<file path="config.mk">
export PLATFORM = sky130hd
export DESIGN_NAME = inequality_cmp_flat
export DESIGN_NICKNAME = d
export VERILOG_FILES = /design/src/rtl/inequality_cmp_if.sv /design/src/rtl/inequality_cmp.sv /design/src/flat_wrapper.sv
export SDC_FILE = /design/constraint.sdc
export NUM_CORES = 1
export LEC_CHECK = 0
export CAP_MARGIN = 10
export CORE_AREA = 2 2 39 41
export DETAILED_ROUTE_END_ITERATION = 12
export DIE_AREA = 0 0 41 43
export PLACE_DENSITY_LB_ADDON = 0.25
export SYNTH_ARGS = -nofsm -noshare
export SYNTH_HDL_FRONTEND = slang
export SYNTH_SLANG_ARGS = --single-unit
</file>
<file path="constraint.sdc">
create_clock -name clk -period 1.4 [get_ports clk]
set_input_delay 0.42 -clock clk [delete_from_list [all_inputs] [get_ports clk]]
set_output_delay 0.42 -clock clk [all_outputs]
set_load 0.1 [all_outputs]
</file>
<file path="src/rtl/inequality_cmp_if.sv">
// Sample/result bundle for inequality_cmp; hit_cnt exists only with INEQ_HITCNT_EN.
interface inequality_cmp_if;
  logic [3:0] num;
  logic       in_valid;
  logic [2:0] out;
  logic       out_valid;
`ifdef INEQ_HITCNT_EN
  logic [7:0] hit_cnt;
`endif

  modport master (
    output num, in_valid,
    input  out, out_valid
`ifdef INEQ_HITCNT_EN
    , input hit_cnt
`endif
  );

  modport slave (
    input  num, in_valid,
    output out, out_valid
`ifdef INEQ_HITCNT_EN
    , output hit_cnt
`endif
  );
endinterface

</file>
<file path="src/rtl/inequality_cmp.sv">
// Registered 4-bit unsigned {gt, lt, ne} flags against fixed thresholds; 1-cycle latency.
// No backpressure: every accepted sample yields a result. INEQ_HITCNT_EN adds a saturating gt counter.
module inequality_cmp #(
  parameter logic [3:0] HI_THR = 4'd5,
  parameter logic [3:0] LO_THR = 4'd4,
  parameter logic [3:0] EXCL   = 4'd0
) (
  input logic             clk,
  input logic             rst_n,
  inequality_cmp_if.slave bus
);

  logic gt_flag;
  logic lt_flag;
  logic ne_flag;

  always_comb begin
    gt_flag = (bus.num > HI_THR);
    lt_flag = (bus.num < LO_THR);
    ne_flag = (bus.num != EXCL);
  end

  // out holds its last value when no sample is accepted; only the valid pulse drops.
  always_ff @(posedge clk or negedge rst_n) begin
    if (!rst_n) begin
      bus.out       <= 3'b000;
      bus.out_valid <= 1'b0;
    end else begin
      bus.out_valid <= bus.in_valid;
      if (bus.in_valid) begin
        bus.out <= {gt_flag, lt_flag, ne_flag};
      end
    end
  end

`ifdef INEQ_HITCNT_EN
  always_ff @(posedge clk or negedge rst_n) begin
    if (!rst_n) begin
      bus.hit_cnt <= 8'd0;
    end else if (bus.in_valid && gt_flag && (bus.hit_cnt != 8'hff)) begin
      bus.hit_cnt <= bus.hit_cnt + 8'd1;
    end
  end
`endif

endmodule

</file>
<file path="src/flat_wrapper.sv">
// flat-port wrapper written by rule: the top's interface ports become plain ports
module inequality_cmp_flat 
#(
  parameter logic [3:0] HI_THR = 4'd5,
  parameter logic [3:0] LO_THR = 4'd4,
  parameter logic [3:0] EXCL   = 4'd0
)
  (clk, rst_n, bus_num, bus_in_valid, bus_out, bus_out_valid);
  inequality_cmp_if bus_i ();
  input logic clk;
  input logic rst_n;
  input wire logic [$bits(bus_i.num)-1:0] bus_num;
  input wire logic [$bits(bus_i.in_valid)-1:0] bus_in_valid;
  output wire logic [$bits(bus_i.out)-1:0] bus_out;
  output wire logic [$bits(bus_i.out_valid)-1:0] bus_out_valid;
  assign bus_i.num = bus_num;
  assign bus_i.in_valid = bus_in_valid;
  assign bus_out = bus_i.out;
  assign bus_out_valid = bus_i.out_valid;
  inequality_cmp #(.HI_THR(HI_THR), .LO_THR(LO_THR), .EXCL(EXCL)) u_core (.clk(clk), .rst_n(rst_n), .bus(bus_i));
endmodule
</file>
==> results.sh <==
export IMPL_ff2ff_path_depth=1
export IMPL_startpoint="u_core.bus.out[1]"
export IMPL_grt_total_usage_pct=6.55
export IMPL_initial_core_util_pct=10.6
export IMPL_cp_cell_sequence="buf_12"
export IMPL_cp_start_kind="flop"
export IMPL_cts_buffer_depth=2
export IMPL_drt_first_pass_iters=4
export IMPL_grt_max_degree=6
export IMPL_fin_tns_setup_ns=0
export IMPL_cts_tree="yes"
export IMPL_hold_viol_final=0
export IMPL_postCtsSetupBuffers=0
export IMPL_grt_pass1_wl_microns=676
export IMPL_worstPathMaxFanout=2
export IMPL_dieArea_sq_mm=0.00176
export IMPL_cts_hold_buf=0
export IMPL_criticalPathCategory="reg2out"
export IMPL_cap_violations=0
export IMPL_ioPinCount=11
export IMPL_area_delta_synth_final_pct=130
export IMPL_nNetsFinal=35
export IMPL_htreeDepth=1
export IMPL_drt_drc_violations_left=0
export IMPL_place_inst=39
export IMPL_finalCriticalPeriod_ns=1.23
export IMPL_yosysSeqAreaShare_pct=68.4
export IMPL_antenna_cells=0
export IMPL_outcome="finished, final reports clean"
export IMPL_syn_inst=12
export IMPL_synth_warnings=0
export IMPL_rr_startpoint="u_core.bus.out[1]"
export IMPL_drive_above_1_share_pct=34.6
export IMPL_fin_crit_sh_pct=88.1
export IMPL_yosysTopAreaCell="dfrtp_1"
export IMPL_yosysUniqueCellTypes=5
export IMPL_crit_path_end="bus_out[1]"
export IMPL_required_ns=0.98
export IMPL_syn_area_sq_um=146
export IMPL_vias=145
export IMPL_die_width_microns=41
export IMPL_crit_slowest_cell="dfrtp_1"
export IMPL_worstReg2RegEnd="u_core.bus.out[1]"
export IMPL_vias_per_cell=3.45
export IMPL_clk_pin_slew_ns=0.04
export IMPL_root_buffer="clkbuf_4"
export IMPL_ant_nets=0
export IMPL_worst_pin_slew_ns=0.166
export IMPL_numPortBuffers=10
export IMPL_min_path_type="in2async"
export IMPL_place_gp_congestion=0.522
export IMPL_wire_per_inst_microns=10.0
export IMPL_grt_pass1_vias=177
export IMPL_slew_headroom_pct=88.9
export IMPL_grt_ovfl_total=0
export IMPL_ys_ff_latch=4
export IMPL_cts_made_buffers=3
export IMPL_dp_hpwl_microns=310
export IMPL_wirelength_microns=420
export IMPL_slew_viol_final=0
export IMPL_cellLeakagePower_nw=0.145
export IMPL_pwr_density_cell_mw_per_mm2=1190
export IMPL_netlist_area_leader_share_pct=68.4
export IMPL_netlist_top_cells_area="dfrtp_1 68%, mux2_4 10%, nor2_1 10%"
export IMPL_rrSetupSlack_ns=0.61
export IMPL_critical_path_endpoint_type="primary output"
export IMPL_synth_area_per_cell_sq_um=12.2
export IMPL_ir_drop_mv=0.262
export IMPL_fin_cells=42
export IMPL_critPathArrivalTime_ns=0.81
export IMPL_fin_skew_ns=0
export IMPL_setup_viol=0
export IMPL_critPathTopFamily="flip-flops"
export IMPL_utilization_pct=24.3
export IMPL_die_y_microns=43
export IMPL_fmax_ghz=0.811
export IMPL_clock_latency_ns=0.23
export IMPL_rows=14
export IMPL_cpPeakStageDelay_ns=0.40
export IMPL_post_cts_resized=0
export IMPL_drt_iter0_drc=5
export IMPL_synth_fp_nets=19
export IMPL_core_sq_mm=0.00138
export IMPL_path_buf_inv=1
export IMPL_path_depth=1
export IMPL_cts_sinks=4
export IMPL_rsz0062_at_grt="false"
export IMPL_antenna_found_initial=0
-- power breakdown --
| group | total, mW | switching, mW | internal (mW) |
|---|---|---|---|
| combinational | 0.127 | 0.0743 | 0.0529 |
| clock | 0.140 | 0.0440 | 0.0957 |
| sequential | 0.133 | 0.00838 | 0.124 |
| total | 0.399 | 0.127 | 0.273 |
-- state kept, by name, indices dropped and copies added, names as in the netlist --
name / cells
u_core.bus.out: 3
u_core.bus.out_valid: 1
-- synth_stat cells (all sizes together) --
cell / n
a21oi: 2
a31oi: 1
dfrtp: 4
mux2: 1
nor2: 4
-- through the flow --
stage | instance area, sq um | worst slack [ns] | power [mW] | hold slack (ns)
5_1_grt | 337 | 0.139 | 0.416 | 0.398
3_5_place_dp | 314 | 0.0423 | 0.261 | 0.577
6_report | 337 | 0.167 | 0.399 | 0.382
4_1_cts | 337 | 0.152 | 0.407 | 0.382
3_3_place_gp | 314 | 0.0455 | 0.260 | 0.565
2_1_floorplan | 146 | 0.0819 | 0.197 | 0.124
-- metal layers --
layer  wire length, microns  up-vias  share of wire, %  global-route usage (%)
met5                      0        -                 0                       0
met4                      4        0              0.95                    8.00
met3                     55        2                13                    3.66
met2                    192       11                46                    8.13
met1                    167       63                40                    6.51
li1                       -       69                 -                       -
-- worst min-delay path by stage --
stage                                      end  cells after the start
after global placement       u_core.bus.out[1]                      1
final                     u_core.bus.out_valid                      1
after floorplan              u_core.bus.out[0]                      0
after detailed placement     u_core.bus.out[1]                      1
after CTS                 u_core.bus.out_valid                      1
after global routing         u_core.bus.out[0]                      1
-- cells in the final DEF, fill, tap and decap left out, drive strengths merged --
cell type      n
buf            5
mux2           1
dfrtp          4
a31oi          1
a21oi          2
nor2           4
clkbuf         3
clkdlybuf4s50  6
-- area by class of cell --
cell class / count / area [sq um]
Sequential cell: 4 / 100
Timing Repair Buffer: 11 / 148
Clock buffer: 3 / 22.5
Tap cell: 16 / 20.0
Multi-Input combinational cell: 8 / 46.3
Fill cell: 151 / 1050
-- cells by family (layout without fill, tap and decap cells) --
group                  after synthesis  count (layout)  share of synthesized area [%]
AOI/OAI and AO/OA                    3               3                           11.1
muxes                                1               1                           10.3
buffers and inverters                0              14                              0
DFF                                  4               4                           68.4
and+or+nand+nor                      4               4                           10.3
No activity file was read; power rests on OpenSTA's default activity.
